### src/rtl/dm_arb_pkg.sv
// Shared definitions for the data-memory arbiter: priority state encoding and memory geometry.
package dm_arb_pkg;

   typedef enum logic {
      PRIO_M0 = 1'b0,
      PRIO_M1 = 1'b1
   } prio_t;

   localparam int unsigned DM_WORDS = 3072;
   localparam int unsigned DM_BYTES = 4 * DM_WORDS;

endpackage

### src/rtl/dm_addr_check.sv
// Combinational legality check for one data-memory access: flags misaligned or out-of-range byte addresses.
module dm_addr_check
   import dm_arb_pkg::*;
#(
   parameter int unsigned DM_WORDS = dm_arb_pkg::DM_WORDS
) (
   input  logic [31:0] addr,
   output logic        err
);

   localparam logic [31:0] LIMIT = 32'(4 * DM_WORDS);

   assign err = (addr[1:0] != 2'b00) || (addr >= LIMIT);

endmodule

### src/rtl/dm_arbiter.sv
// Two-master arbiter for the single-port data memory: core priority with a starvation guard,
// address checking and one-cycle registered responses. Optional trace: define DM_ARB_TRACE_EN.
module dm_arbiter
   import dm_arb_pkg::*;
#(
   parameter int unsigned STARVE_MAX = 4,
   parameter int unsigned DM_WORDS   = dm_arb_pkg::DM_WORDS
) (
   input  logic        clk,
   input  logic        reset,
   input  logic        m0_req,
   input  logic        m0_we,
   input  logic [31:0] m0_addr,
   input  logic [31:0] m0_wdata,
   input  logic [31:0] m0_pc,
   output logic        m0_gnt,
   output logic        m0_rvalid,
   output logic [31:0] m0_rdata,
   output logic        m0_err,
   input  logic        m1_req,
   input  logic        m1_we,
   input  logic [31:0] m1_addr,
   input  logic [31:0] m1_wdata,
   input  logic [31:0] m1_pc,
   output logic        m1_gnt,
   output logic        m1_rvalid,
   output logic [31:0] m1_rdata,
   output logic        m1_err,
   output logic        dm_WE,
   output logic        dm_RE,
   output logic [31:0] dm_A,
   output logic [31:0] dm_WD,
   output logic [31:0] dm_pc,
   input  logic [31:0] dm_RD
);

   localparam logic [3:0] STARVE_LIM = 4'(STARVE_MAX);

   prio_t       state, state_nxt;
   logic [3:0]  cnt, cnt_nxt;
   logic        err0, err1;
   logic        any_gnt, sel_we, sel_err;
   logic [31:0] sel_addr, sel_wdata, sel_pc;

   dm_addr_check #(.DM_WORDS(DM_WORDS)) u_chk0 (.addr(m0_addr), .err(err0));
   dm_addr_check #(.DM_WORDS(DM_WORDS)) u_chk1 (.addr(m1_addr), .err(err1));

   // NOTE: every output of a combinational block gets a default first, so no path can infer a latch.
   always_comb begin
      m0_gnt    = 1'b0;
      m1_gnt    = 1'b0;
      state_nxt = state;
      cnt_nxt   = cnt;
      if (!reset) begin
         unique case (state)
            PRIO_M0: begin
               if (m0_req) begin
                  m0_gnt = 1'b1;
                  if (m1_req) begin
                     if (cnt + 4'd1 == STARVE_LIM) begin
                        state_nxt = PRIO_M1;
                        cnt_nxt   = 4'd0;
                     end else begin
                        cnt_nxt = cnt + 4'd1;
                     end
                  end
               end else if (m1_req) begin
                  m1_gnt  = 1'b1;
                  cnt_nxt = 4'd0;
               end
            end
            PRIO_M1: begin
               if (m1_req) begin
                  m1_gnt    = 1'b1;
                  state_nxt = PRIO_M0;
               end else if (m0_req) begin
                  m0_gnt = 1'b1;
               end
            end
            default: state_nxt = PRIO_M0;
         endcase
      end
   end

   // Selected master's fields; an erroneous access is granted but never reaches the memory.
   always_comb begin
      any_gnt   = m0_gnt | m1_gnt;
      sel_we    = m1_gnt ? m1_we    : m0_we;
      sel_err   = m1_gnt ? err1     : err0;
      sel_addr  = m1_gnt ? m1_addr  : m0_addr;
      sel_wdata = m1_gnt ? m1_wdata : m0_wdata;
      sel_pc    = m1_gnt ? m1_pc    : m0_pc;
      dm_WE     = any_gnt & sel_we & ~sel_err;
      dm_RE     = any_gnt & ~sel_we & ~sel_err;
      dm_A      = any_gnt ? sel_addr  : 32'd0;
      dm_WD     = any_gnt ? sel_wdata : 32'd0;
      dm_pc     = any_gnt ? sel_pc    : 32'd0;
   end

   // NOTE: state registers use non-blocking assignments so every flop samples pre-edge values.
   always_ff @(posedge clk) begin
      if (reset) begin
         state     <= PRIO_M0;
         cnt       <= 4'd0;
         m0_rvalid <= 1'b0;
         m0_err    <= 1'b0;
         m0_rdata  <= 32'd0;
         m1_rvalid <= 1'b0;
         m1_err    <= 1'b0;
         m1_rdata  <= 32'd0;
      end else begin
         state     <= state_nxt;
         cnt       <= cnt_nxt;
         m0_rvalid <= m0_gnt;
         m0_err    <= m0_gnt & err0;
         m0_rdata  <= (m0_gnt & ~m0_we & ~err0) ? dm_RD : 32'd0;
         m1_rvalid <= m1_gnt;
         m1_err    <= m1_gnt & err1;
         m1_rdata  <= (m1_gnt & ~m1_we & ~err1) ? dm_RD : 32'd0;
      end
   end

`ifdef DM_ARB_TRACE_EN
   always_ff @(posedge clk) begin
      if (!reset && any_gnt)
         $display("@%h: arb m%0d %s *%h", sel_pc, m1_gnt ? 1 : 0,
                  sel_err ? "E" : (sel_we ? "W" : "R"), sel_addr);
   end
`else
   // Trace disabled: this block produces no simulation output.
`endif

endmodule

### config.mk
export PLATFORM = sky130hd
export DESIGN_NAME = dm_arbiter
export DESIGN_NICKNAME = d
export VERILOG_FILES = /design/src/rtl/dm_arb_pkg.sv /design/src/rtl/dm_addr_check.sv /design/src/rtl/dm_arbiter.sv
export SDC_FILE = /design/constraint.sdc
export NUM_CORES = 1
export LEC_CHECK = 0
export ABC_AREA = 0
export ABC_CLOCK_PERIOD_IN_PS = 2500
export CELL_PAD_IN_SITES_DETAIL_PLACEMENT = 0
export CELL_PAD_IN_SITES_GLOBAL_PLACEMENT = 1
export CORE_AREA = 2 2 153 155
export CTS_CLUSTER_SIZE = 14
export DETAILED_ROUTE_END_ITERATION = 10
export DIE_AREA = 0 0 155 157
export HOLD_SLACK_MARGIN = 0.1
export PLACE_DENSITY = 0.73
export SLEW_MARGIN = 20
export SYNTH_ARGS = -nofsm -noshare
export SYNTH_HDL_FRONTEND = slang
export SYNTH_SLANG_ARGS = --single-unit
### constraint.sdc
create_clock -name clk -period 2.5 [get_ports clk]
set_input_delay 0.5 -clock clk [delete_from_list [all_inputs] [get_ports clk]]
set_output_delay 0.5 -clock clk [all_outputs]
set_load 0.005 [all_outputs]
After elaboration in Yosys (flattened, before gate mapping)
Cells that the tools add are included.
- bits in registers: 73
- word-level logic and storage cells: 64
- equality and inequality tests: 1
- order comparisons: 2
- add/sub/neg operators: 1
- muxes and demuxes: 25
- reductions and logical operators: 7
- bitwise logic cells: 20
- operators by type and width (kind ; number):
    $mux W32 ; 6
    $ge A32 B14 Y1 const B ; 2
    $mux W4 ; 4
    $mux W1 ; 12
    $and A1 B1 Y1 ; 10
    $not A1 Y1 ; 9
    $pmux W1 S2 ; 3
    $add A4 B1 Y4 const B ; 1
    $eq A4 B3 Y1 const B ; 1
    $reduce_bool A2 Y1 ; 2
    $reduce_or A2 Y1 ; 2
    $logic_or A1 B1 Y1 ; 2
    $reduce_and A2 Y1 ; 1
    $or A1 B1 Y1 ; 1

Depth between registers and ports, before layout
Gate-level depths: netlist of run 1.
- depth after elaboration: 8
- depth in mapped cells: 6
- gate-level depth less buffers: 6

Modules after synthesis
From an unflattened synthesis of run 1, not the netlist that was laid out.
- cell total of the unflattened synthesis: 525
- area, all modules: 3683.5 µm²
- modules (own cells, without submodules) (module ; seq. area each (µm²) ; cells each ; area each (µm²) ; times used):
    dm_arbiter ; 1461.4 ; 511 ; 3588.4 ; 1
    dm_addr_check ; 0.0 ; 7 ; 47.5 ; 2

Worst setup path after synthesis of run 1
OpenSTA, ideal clock, no wires.
- kind: input-to-output
- start: in m0_req
- end: out dm_pc[10]
- path slack: 0.323 ns
- stages: 6
- path buffers: 2
- data arrival time: 1.677 ns
- cell sequence: nor2b_1 -> or3b_4 -> inv_2 -> buf_2 -> buf_2 -> a22o_1
- longest elaborated chain between the ends: 6
- elaborated cells on any way between the ends: 10
- those cells by class: mux: 9; bitwise: 1
- ends and longest elaborated chain (element ; line ; source):
    from (decl) ; dm_arbiter.sv:11 ; input logic m0_req,
    $mux W1 ; dm_arbiter.sv:57, dm_arbiter.sv:76 ;
    $mux W1 ; dm_arbiter.sv:73 ; if (m1_req) begin
    $pmux W1 S2 ; dm_arbiter.sv:55 ; unique case (state)
    $mux W1 ; dm_arbiter.sv:54 ; if (!reset) begin
    $or A1 B1 Y1 ; dm_arbiter.sv:87 ; any_gnt = m0_gnt | m1_gnt;
    $mux W32 * ; dm_arbiter.sv:97 ; dm_pc = any_gnt ? sel_pc : 32'd0;
    to (decl) ; dm_arbiter.sv:33 ; output logic [31:0] dm_pc,
Every way passes the cells marked *; elsewhere a longest branch is shown, timed or not.

Worst setup path after layout of run 1
- start: in m1_req
- end: out dm_RE
- longest elaborated chain between the ends: 8
- elaborated cells on any way between the ends: 14
- those cells by class: mux: 9; bitwise: 5
- ends and longest elaborated chain (element ; line ; source):
    from (decl) ; dm_arbiter.sv:20 ; input logic m1_req,
    $mux W1 ; dm_arbiter.sv:67, dm_arbiter.sv:73 ;
    $mux W1 ; dm_arbiter.sv:57 ; if (m0_req) begin
    $pmux W1 S2 ; dm_arbiter.sv:55 ;
    $mux W1 ; dm_arbiter.sv:54 ;
    $mux W1 ; dm_arbiter.sv:88 ; sel_we = m1_gnt ? m1_we : m0_we;
    $not A1 Y1 ; dm_arbiter.sv:94 ; dm_RE = any_gnt & ~sel_we & ~sel_err;
    $and A1 B1 Y1 ; dm_arbiter.sv:94 ;
    $and A1 B1 Y1 * ; dm_arbiter.sv:94 ;
    to (decl) ; dm_arbiter.sv:30 ; output logic dm_RE,
Marks and branches as above.

==> results of run 1 <==
## logic make-up (layout without fill, tap and decap cells)
logic type	after synthesis	count (layout)	synth area share (%)
other cells	0	2	0
simple gates	108	108	20.6
buf+inv	31	495	4.15
fa+ha+maj	2	2	0.782
flops	73	73	45.7
compound gates	108	108	28.8
## report_power, final
group          switching [uW]  internal (uW)  total [uW]
sequential               2.84           1170        1170
combinational             272            564         837
clock                     547            689        1240
## worst min-delay path, stage by stage
cell	delay (ns)
clkbuf_2	0.10
buf_4	0.13
a21oi_1	0.04
## cells in the final DEF, fill, tap and decap left out, drive strengths merged, types with 2 or more instances in the layout
cell	Yosys	layout
clkdlybuf4s50	0	265
buf	11	108
a22o	96	96
dfxtp	73	73
and2	64	64
clkbuf	15	43
dlygate4sd2	0	41
clkdlybuf4s15	0	24
nor4	12	12
nor2	8	8
nand2	8	8
inv	5	8
a21oi	5	5
nand2b	4	4
nand4	3	3
clkinvlp	0	3
nor2b	3	3
diode	0	2
ha	2	2
bufbuf	0	2
nor3	2	2
## stage by stage
step           util, %  total power (uW)  std cells
5_1_grt           37.5              3400       1073
2_1_floorplan        -              1350        322
3_3_place_gp      34.7              2020       1016
4_1_cts           37.7              3300       1062
3_5_place_dp      34.7              2020       1016
6_report          37.5              3240       1073
## registers in the layout (all words and copies together) (netlist names)
name / flops
m1_err: 1
m1_rvalid: 1
cnt: 4
m0_rvalid: 1
m0_rdata: 32
m0_err: 1
m1_rdata: 32
state: 1
## cell type report
type / instances / area share, %
inverter: 5 / 0.400
multi-input combinational: 218 / 20.2
clock buffer: 9 / 2.67
sequential: 73 / 17.3
tap: 285 / 4.23
timing repair buffer: 474 / 54.4
clock inverter: 7 / 0.712
antenna: 2 / 0.0593
## per-layer routing
metal | up-vias | track usage [%]
met5 | - | 0
met4 | 2 | 3.40
met3 | 14 | 4.52
met2 | 243 | 27.9
met1 | 2000 | 18.2
li1 | 2125 | -
## path summary, 6_finish.rpt
check	start	to	slack [ns]
worst max-delay path	m1_req	dm_RE	-0.02
worst min-delay path	reset	state$_SDFF_PP0_	0.49
worst max register to register	state$_SDFF_PP0_	m1_rdata[24]$_SDFF_PP0_	0.39
worst min register to register	cnt[2]$_SDFFE_PP0P_	cnt[2]$_SDFFE_PP0P_	0.50
## repair_timing
item	CTS	global route
pin swaps	24	16
setup endpoints to repair	100	73
gates resized for setup	313	59
buffers inserted	25	6
cloned	7	4
hold buffers	0	0
==> out/qor.yml, run 1 <==
status: "complete, but fails checks"
violations: "negative setup slack"
syn_area_per_cell_um2: 9.94
placed_area_um2: 7800
multi_input_area_um2: 1710
dr.pass1.iters: 4
area_delta_synth_final_pct: 164
register_area_um2: 1460
yosysMostFrequentCell: "a22o_1"
clock_sinks: 73
via_per_inst: 4.09
max_cap_violations: 0
cts_tree: "yes"
drc: 0
syn_inst: 322
crit_family: "simple AND/OR/NAND/NOR gates"
yosysSeqAreaShare_pct: 45.7
met1_length_um: 8300
dp_worst_setup_slack_ns: -0.769
dp_hpwl_um: 15300
initial_core_util_pct: 14.2
dieWidth_um: 155
critPathMostFrequentCell: "buf_6"
cts_max_level: 3
ir_worst_vdd_mv: 0.273
leakage_uw: 0.00365
fin_ws_ns: -0.0184
top_layer_used: "met5"
crit_slowest_cell: "or3b_4"
grt_pass1_vias: 4542
wl_met3_um: 1670
cts_buffers: 9
crit_path_max_fanout: 2
rows: 55
min_period_over_period_pct: 101
ys_seq_elements: 73
p_per_area_nw_per_um2: 384
grt_pass1_wl_um: 28200
wl_per_cell_um: 18.9
clockBufferDepth: 2
ys_warn_count: 0
cp_cell_sequence: "clkdlybuf4s15_1 -> or3b_4 -> buf_4 -> buf_6 -> buf_6 -> nor4_4 -> or2_4 -> buf_6"
dieHeight_um: 157
cts.reportedPaths.clkPinSlew_ns: 0.06
syn_area_um2: 3200
ys.flop_type: "dfxtp_1"
cp.depth: 8
cts-root-buf: "clkbuf_16"
antenna_found_initial: 3
wl_met2_um: 10100
rsz0062_at_grt: "true"
setup_viol: 1
fillers: 2299
slew_violations: 0
start_kind: "input port"
relSlewSlack_pct: 78.5
worstPathRequired_ns: 2.00
clk_latency_ns: 0.33
grt_max_degree: 37
design.die.area_um2: 24300
cp_num_buf_inv: 5
fmax_ghz: 0.397
first_iter_violations: 121
hold_violations: 0
ys_top_cells_by_count: "a22o_1 (96), dfxtp_1 (73), and2_1 (64), clkbuf_1 (12)"
gr-total-overflow: 0
cp_slowest_stage_delay_ns: 0.41
min_path_cells: 3
fin_crit_ns: 2.52
track_usage_pct: 15.5
core-area_um2: 22500
finClkSkew_ns: 0.00852
routabilityCongestion: 0.875
fin_area_um2: 8440
port_buffers: 397
async_reset_ff_share_pct: 0
path_class: "in -> out"
worstPathArrival_ns: 2.02
routed_wl_um: 20300
rr_worst_depth: 9
setup_tns_ns: -0.0184
tightest_slew_ns: 0.323
endpoint_kind: "output port"
yosys.area.top_type: "dfxtp_1"
nNetsFinal: 1013
pin_count: 398
ant_nets: 0
holdWs_ns: 0.488
synth.distinct_cells: 31
synth_top_area_share_pct: 45.7
dr_total_vias: 4384
drive_gt1_share_pct: 23.5
synth.net_count: 554
hold_path.class: "in -> reg"
synth_area_leaders: "dfxtp_1 (46%), a22o_1 (26%), and2_1 (13%)"
synth_edf_count: 0
(Power assumes the default switching activity.)
==> inputs of run 2 (changes only) <==
--- a/config.mk
+++ b/config.mk
@@ -6,15 +6,16 @@
 export NUM_CORES = 1
 export LEC_CHECK = 0
 export ABC_AREA = 0
-export ABC_CLOCK_PERIOD_IN_PS = 2500
+export ABC_CLOCK_PERIOD_IN_PS = 3200
 export CELL_PAD_IN_SITES_DETAIL_PLACEMENT = 0
 export CELL_PAD_IN_SITES_GLOBAL_PLACEMENT = 1
-export CORE_AREA = 2 2 153 155
+export CORE_AREA = 2 2 154 156
 export CTS_CLUSTER_SIZE = 14
 export DETAILED_ROUTE_END_ITERATION = 10
-export DIE_AREA = 0 0 155 157
+export DIE_AREA = 0 0 156 158
 export HOLD_SLACK_MARGIN = 0.1
 export PLACE_DENSITY = 0.73
+export REMOVE_ABC_BUFFERS = 1
 export SLEW_MARGIN = 20
 export SYNTH_ARGS = -nofsm -noshare
 export SYNTH_HDL_FRONTEND = slang
==> constraint.sdc (replaced) <==
create_clock -name clk -period 3.2 [get_ports clk]
set_input_delay 0.64 -clock clk [delete_from_list [all_inputs] [get_ports clk]]
set_output_delay 0.64 -clock clk [all_outputs]
set_load 0.005 [all_outputs]
==> run 2 against run 1 <==
  * The flow still finishes with violations (negative setup slack)
  * Non-clock buffer count fell by 23
  * Global-route usage is 2.3 points higher
  * Flip-flop and latch count unchanged
  * Wire length up 15%
  * Critical path depth is 1 lower
  * Via count up 0.50%
  * Sequential share of layout area barely moved
  * Final area hardly changed
  * Clock power is 25% lower
==> out/qor.yml, run 2 (synthesis results as in run 1) <==
status: "complete, but fails checks"
violations: "negative setup slack"
grt_pass1_vias: 4400
worstPathArrival_ns: 2.59
area_delta_synth_final_pct: 164
dr_total_vias: 4406
met1_length_um: 8660
cts_buffers: 9
p_per_area_nw_per_um2: 296
clock_sinks: 73
ir_worst_vdd_mv: 0.337
fin_area_um2: 8440
clk_latency_ns: 0.33
wl_met2_um: 12100
core-area_um2: 23100
antenna_found_initial: 9
layout_commonest_cell: "clkdlybuf4s50_1"
max_cap_violations: 0
via_per_inst: 4.14
rows: 56
drc: 0
cts_max_level: 3
grt_max_degree: 46
grt_pass1_wl_um: 30700
crit_path_max_fanout: 21
setup_tns_ns: -0.117
initial_core_util_pct: 13.9
start_kind: "input port"
fmax_ghz: 0.309
dr.pass1.iters: 4
drive_gt1_share_pct: 11.1
setup_viol: 5
top_layer_used: "met4"
hold_violations: 0
path_class: "in -> out"
routed_wl_um: 23300
finClkSkew_ns: 0.00494
wl_per_cell_um: 21.9
fillers: 2367
fin_ws_ns: -0.0340
cts_tree: "yes"
routabilityCongestion: 0.945
ant_nets: 0
cts.reportedPaths.clkPinSlew_ns: 0.06
leakage_uw: 0.00414
rsz0062_at_grt: "true"
clockBufferDepth: 2
slew_violations: 0
fin_crit_ns: 3.23
wl_met3_um: 2090
dp_worst_setup_slack_ns: -0.292
port_buffers: 397
track_usage_pct: 17.8
dieHeight_um: 158
min_period_over_period_pct: 101
dieWidth_um: 156
dp_hpwl_um: 19500
hold_path.class: "reg -> reg"
cts-root-buf: "clkbuf_16"
relSlewSlack_pct: 77.7
first_iter_violations: 212
placed_area_um2: 7710
pin_count: 398
gr-total-overflow: 0
nNetsFinal: 990
tightest_slew_ns: 0.332
worstPathRequired_ns: 2.56
largestRegisters: "m0_rdata x32, m1_rdata x32, cnt x4"
design.die.area_um2: 24600
endpoint_kind: "output port"
final_cell_mix: "clkdlybuf4s50_1 (302), a22o_1 (88), dfxtp_1 (73)"
-- run 2: cell types whose count changed in the layout (fill, tap and decap cells not counted), sizes merged, moves of 3 or more --
cell,change
buf,-55
dlymetal6s2s,+46
clkdlybuf4s50,+37
clkbuf,-31
clkdlybuf4s15,-24
diode,+8
dlygate4sd2,+7
clkinv,+3
inv,-3
-- run 2: final timing paths --
path / startpoint / end / slack, ns / depth (start not counted)
min reg2reg: cnt[2]$_SDFFE_PP0P_ / cnt[2]$_SDFFE_PP0P_ / 0.50 / 2
min: cnt[2]$_SDFFE_PP0P_ / cnt[2]$_SDFFE_PP0P_ / 0.50 / 2
max reg2reg: state$_SDFF_PP0_ / m1_rdata[14]$_SDFF_PP0_ / 1.27 / 6
max: m0_req / dm_A[27] / -0.03 / 7
-- run 2: routing by layer --
metal	track usage, %	vias up
met2	31.9	239
met4	7.73	0
li1	-	2081
met5	0	-
met1	19.5	2068
met3	5.17	18
-- run 2: final cells by class --
| class | count | area [um^2] | share of cell area, % |
|---|---|---|---|
| clock buffers | 10 | 229 | 2.71 |
| multi-input cells | 218 | 1680 | 19.9 |
| repair buffers | 451 | 4600 | 54.5 |
| diodes | 10 | 25.0 | 0.296 |
| well taps | 290 | 363 | 4.30 |
| inverters | 5 | 36.3 | 0.430 |
| clock inverters | 6 | 42.5 | 0.504 |
| flip-flops and latches | 73 | 1460 | 17.3 |
-- run 2: repair_timing --
item,CTS,global route
setup buffers,7,10
setup endpoints to repair,98,60
gates cloned,2,1
resized for setup,61,61
hold buffers,0,0
pin swaps,3,3
-- run 2: stage by stage --
stage,util (%),hold WS [ns],instances,power (uW)
finish,36.6,0.495,1063,2500
floorplan,-,0.452,296,1050
CTS,35.3,0.491,1042,2530
global route,36.6,0.526,1061,2610
global placement,33.5,0.476,1017,1590
detailed placement,33.5,0.482,1017,1580
-- run 2: where the power goes --
| group | leakage (uW) | switching [uW] | internal, uW |
|---|---|---|---|
| logic | 0.00342 | 214 | 450 |
| registers | 0.000589 | 1.91 | 912 |
| clock network | 0.000129 | 397 | 528 |
-- run 2: worst max-delay path, cell delays in order --
cell,delay (ns)
clkdlybuf4s50_1,0.41
nor2b_1,0.15
or3b_4,0.45
clkinv_8,0.12
buf_16,0.17
a22o_1,0.15
clkdlybuf4s50_1,0.49
